--- src/rtl/vga_sync_stream.sv ---
// Head of the RGB stream pipeline. It generates VGA raster timing and emits one registered
// 26-bit stream word per pixel clock, plus a start-of-frame pulse.
module vga_sync_stream #(
   parameter int H_VIS  = 800,
   parameter int H_FP   = 56,
   parameter int H_SYNC = 120,
   parameter int H_BP   = 64,
   parameter int V_VIS  = 600,
   parameter int V_FP   = 37,
   parameter int V_SYNC = 6,
   parameter int V_BP   = 23,
   parameter bit HS_POL = 1'b1,
   parameter bit VS_POL = 1'b1
) (
   input  logic        px_clk,
   input  logic        reset,
   input  logic [2:0]  bg_color,
   output logic [25:0] strRGB_o,
   output logic        frame_o
);

   localparam int H_TOTAL = H_VIS + H_FP + H_SYNC + H_BP;
   localparam int V_TOTAL = V_VIS + V_FP + V_SYNC + V_BP;

   localparam logic [10:0] H_LAST   = 11'(H_TOTAL - 1);
   localparam logic [10:0] V_LAST   = 11'(V_TOTAL - 1);
   localparam logic [10:0] H_VIS_W  = 11'(H_VIS);
   localparam logic [10:0] V_VIS_W  = 11'(V_VIS);
   localparam logic [10:0] HS_START = 11'(H_VIS + H_FP);
   localparam logic [10:0] HS_END   = 11'(H_VIS + H_FP + H_SYNC);
   localparam logic [10:0] VS_START = 11'(V_VIS + V_FP);
   localparam logic [10:0] VS_END   = 11'(V_VIS + V_FP + V_SYNC);

   logic [10:0] hc;
   logic [10:0] vc;
   logic        active;
   logic        hs;
   logic        vs;
   logic [25:0] word_nxt;

   always_comb begin
      active   = (hc < H_VIS_W) && (vc < V_VIS_W);
      hs       = ((hc >= HS_START) && (hc < HS_END)) ? HS_POL : ~HS_POL;
      vs       = ((vc >= VS_START) && (vc < VS_END)) ? VS_POL : ~VS_POL;
      word_nxt = '0;
      word_nxt[0] = active;
      word_nxt[1] = vs;
      word_nxt[2] = hs;
      // Blanking forces coordinates and colour to zero so the 10-bit fields never overflow
      if (active) begin
         word_nxt[12:3]  = vc[9:0];
         word_nxt[22:13] = hc[9:0];
         word_nxt[25:23] = bg_color;
      end
   end

   always_ff @(posedge px_clk or posedge reset) begin
      if (reset) begin
         hc       <= '0;
         vc       <= '0;
         strRGB_o <= '0;
         frame_o  <= 1'b0;
      end else begin
         strRGB_o <= word_nxt;
         frame_o  <= (hc == 11'd0) && (vc == 11'd0);
         if (hc == H_LAST) begin
            hc <= '0;
            vc <= (vc == V_LAST) ? 11'd0 : vc + 11'd1;
         end else begin
            hc <= hc + 11'd1;
         end
      end
   end

endmodule

--- config.mk ---
export PLATFORM = sky130hd
export DESIGN_NAME = vga_sync_stream
export DESIGN_NICKNAME = d
export VERILOG_FILES = /design/src/rtl/vga_sync_stream.sv
export SDC_FILE = /design/constraint.sdc
export NUM_CORES = 1
export LEC_CHECK = 0
export CAP_MARGIN = 20
export CORE_MARGIN = 1
export CORE_UTILIZATION = 65
export DETAILED_ROUTE_END_ITERATION = 12
export DONT_BUFFER_PORTS = 1
export GPL_TIMING_DRIVEN = 0
export PLACE_DENSITY = 0.87
export SYNTH_ARGS = -nofsm -noshare
export SYNTH_HDL_FRONTEND = slang
export SYNTH_SLANG_ARGS = --single-unit
--- constraint.sdc ---
create_clock -name px_clk -period 4.5 [get_ports px_clk]
set_input_delay 0.45 -clock px_clk [delete_from_list [all_inputs] [get_ports px_clk]]
set_output_delay 0.45 -clock px_clk [all_outputs]
set_load 0.005 [all_outputs]
==> flow_summary_export.csv <==
group,metric,value,unit
synth,synth_async_sr_flop_share,100,%
sta,max_freq,0.538,GHz
synth,postSynthAreaPerCell,11.4,um2
synth,seq_area_frac_synth,56.8,%
sta,timing.final.hold_violations,0,
sta,worst_slew_margin_rel,62.9,%
synth,yosys_most_used_dff,"dfrtp_1",
synth,postSynthNetCount,199,
setup_path,crit_start,"vc[1]$_DFFE_PP0N_",
global_route,grt_busiest_layer,"met2",
detailed_routing,routed_wirelength,4110,um
floorplan,coreArea,3100,um2
global_route,grt_antenna_before_repair,0,
floorplan,chipHeight,59.6,um
cts,cts_tree,"yes",
cts,cts-buffers-inserted,5,
min_path,min-delay-path-class,"input pin to register",
cts,ctsLongestPathBuffers,2,
setup_path,worst-r2r-setup-slack,2.64,ns
setup_path,timing.reg2reg.worst_path_depth,6,
finish,n_antenna_cell,0,
global_route,grt_max_degree,34,
cts,number_of_hold_repair_buffers_added_at_the_cts_stage,1,
placement,io_buffer_count,0,
placement,place.gp.congestion,0.930,
synth,gate_count_of_the_mapped_netlist,189,
global_route,met1_usage,35.4,%
cts,worst_skew_late_latency,0.37,ns
sta,holdWs,0.214,ns
power_and_ir_drop,ir_worst_vdd,0.170,mV
floorplan,width_of_the_die,59.6,um
run,drv.max_cap_violation_count,0,
setup_path,worst_endpoint_data_arrival_time,2.15,ns
setup_path,crit_path_end_kind,"register",
power_and_ir_drop,total_leakage_power,1.03,nW
run_status,outcome,"finished, final reports clean",
detailed_routing,route.detailed.vias_per_inst,5.91,
sta,tns,0,ns
cts,tritoncts_num_sinks,49,
sta,finalSetupViolations,0,
global_route,grt.overflow.total,0,
finish,synthToLayoutAreaGrowth,8.06,%
cts,post_cts_buffers,0,
setup_path,worst_setup_path_start_kind,"register",
setup_path,timing.critical_path.to,"vc[4]$_DFFE_PP0N_",
sta,timing.final.max_slew_violations,0,
global_route,global_route.usage.total,26.9,%
finish,fraction_of_final_layout_cells_with_drive_strength_greater_than_1,14.6,%
synth,post_synth_instance_area,2160,um2
setup_path,reg2reg_to,"vc[4]$_DFFE_PP0N_",
finish,post-route-util,75.1,%
global_route,met3_usage,9.61,%
cts,clock_slew_seen_by_the_registers_of_the_worst_setup_and_hold_paths,0.14,ns
synth,synth.distinct_cells,40,
cts,clk_root_buffer_cell,"clkbuf_4",
detailed_routing,wire_per_inst,16.9,um
finish,num-fill-cells,204,
finish,nNetsFinal,208,
detailed_routing,drt_first_iter_violations,99,
global_route,grtUsageMet2,40.4,%
detailed_routing,drtAntennaViolNets,0,
setup_path,worstPathRequired,4.79,ns
min_path,min_from,"bg_color[1]",
synth,yosys_register_bits,49,
floorplan,die_area,3550,um2
setup_path,worst-path-max-fanout,5,
sta,final.min_clock_period,1.86,ns
placement,hpwl,2870,um
cts,cts_htree_levels,2,
floorplan,initial_utilization,69.5,%
global_route,first_pass_grt_wire_length,6820,um
detailed_routing,route.vias.total,1436,
setup_path,timing.rr.start,"vc[1]$_DFFE_PP0N_",
cts,postCtsResizedCells,0,
sta,skew,0.00805,ns
sta,actual_slew_at_the_worst_max_slew_pin,0.552,ns
synth,ys.warnings.count,0,
detailed_routing,remaining_drc_errors,0,
detailed_routing,drt_pass1_iterations,4,
power_and_ir_drop,power.density_cell_area,310,nW/um2
synth,synth_edf_count,0,
floorplan,floorplan.io_pins,32,
setup_path,crit_type,"register to register",
sta,fin_crit_sh,41.3,%
global_route,first_global_vias,1384,
min_path,worstHoldPathCells,1,
sta,grt_setup_unrepaired,"no",
floorplan,floorplan.rows,20,
==> how the worst min path moves through the flow <==
stage	to	slack, ns
2_1_floorplan	hc[0]$_DFF_PP0_	0.45
3_3_place_gp	hc[0]$_DFF_PP0_	0.47
3_5_place_dp	strRGB_o[23]$_DFF_PP0_	0.33
4_1_cts	strRGB_o[24]$_DFF_PP0_	0.20
5_1_grt	strRGB_o[24]$_DFF_PP0_	0.18
6_report	strRGB_o[24]$_DFF_PP0_	0.21
==> Yosys cell counts, types with 2 or more instances <==
cell | instances | area share (%)
buf_2 | 2 | 0.46
nor2_1 | 7 | 1.2
xnor2_1 | 9 | 3.7
xor2_1 | 2 | 0.81
nand3_1 | 13 | 3.0
nand2_1 | 9 | 1.6
and3_1 | 2 | 0.58
and2_1 | 16 | 4.6
buf_6 | 3 | 1.6
nand4_1 | 3 | 0.87
o22ai_1 | 2 | 0.58
nor4_1 | 2 | 0.58
o21ai_0 | 8 | 1.9
inv_1 | 10 | 1.7
dfrtp_1 | 49 | 57
ha_1 | 5 | 2.9
nor3b_1 | 2 | 0.70
and4_2 | 3 | 1.4
a31oi_1 | 2 | 0.58
nor3_1 | 14 | 3.2
and2_2 | 2 | 0.70
a21oi_1 | 6 | 1.4
==> cell families (layout without fill, tap and decap cells) <==
kind of cell	Yosys count	in the layout	share of synthesized area, %
AND/OR/NAND/NOR	82	82	23.4
multiplexers	2	2	0.986
buffers and inverters	17	27	4.29
AO/OA/AOI/OAI	23	23	7.08
XOR/XNOR	11	11	4.47
flip-flops	49	49	56.8
adder cells (fa/ha/maj)	5	5	2.90
==> area by class of cell <==
| cell class | count | area, um2 | area share [%] |
|---|---|---|---|
| Clock buffer | 6 | 51.3 | 2.20 |
| Sequential cell | 49 | 1230 | 52.6 |
| Tap cell | 44 | 55.1 | 2.36 |
| Multi-Input combinational cell | 123 | 838 | 36.0 |
| Inverter | 10 | 37.5 | 1.61 |
| Clock inverter | 2 | 37.5 | 1.61 |
| Buffer | 7 | 55.1 | 2.36 |
| Timing Repair Buffer | 2 | 30.0 | 1.29 |
==> state kept, by name, summed over array words and instances, names as in the netlist <==
register and flops:
hc 11, strRGB_o 26, vc 11, frame_o 1
==> report_power, final <==
group          total [mW]  switching, mW  internal [mW]  leakage, nW
Combinational      0.0118        0.00873        0.00308        0.338
Sequential          0.442       0.000682          0.442        0.648
Clock               0.268          0.135          0.132       0.0445
Total               0.722          0.145          0.577         1.03
==> stage by stage <==
step | cells | setup WS [ns] | cell area, um2 | power [mW]
6_report | 243 | 2.64 | 2330 | 0.722
2_1_floorplan | 189 | 2.83 | 2160 | 0.458
3_3_place_gp | 233 | 2.52 | 2210 | 0.460
3_5_place_dp | 234 | 2.68 | 2230 | 0.463
4_1_cts | 243 | 2.65 | 2330 | 0.726
5_1_grt | 243 | 2.54 | 2330 | 0.748
==> worst max-delay path, stage by stage, from the launching register on <==
cell     delay (ns)
dfrtp_1        0.42
inv_1          0.12
ha_1           0.22
and4_2         0.25
and3_2         0.24
or4_1          0.46
o21ai_0        0.08
==> routing by layer <==
layer	vias up	wire length [um]
met5	-	0
met4	0	63
met3	8	375
met2	79	1870
met1	674	1790
li1	675	-
==> cells in the final DEF (no fill, tap or decap), drive strengths merged, types with 4 or more instances in the layout <==
master / netlist / final
nor2: 8 / 8
ha: 5 / 5
nor3: 16 / 16
o21ai: 8 / 8
buf: 5 / 6
xnor2: 9 / 9
and2: 18 / 18
dfrtp: 49 / 49
nand4: 4 / 4
nand2: 9 / 9
clkbuf: 2 / 8
and4: 4 / 4
inv: 10 / 10
a21oi: 6 / 6
nand3: 13 / 13
(Power assumes the default switching activity.)
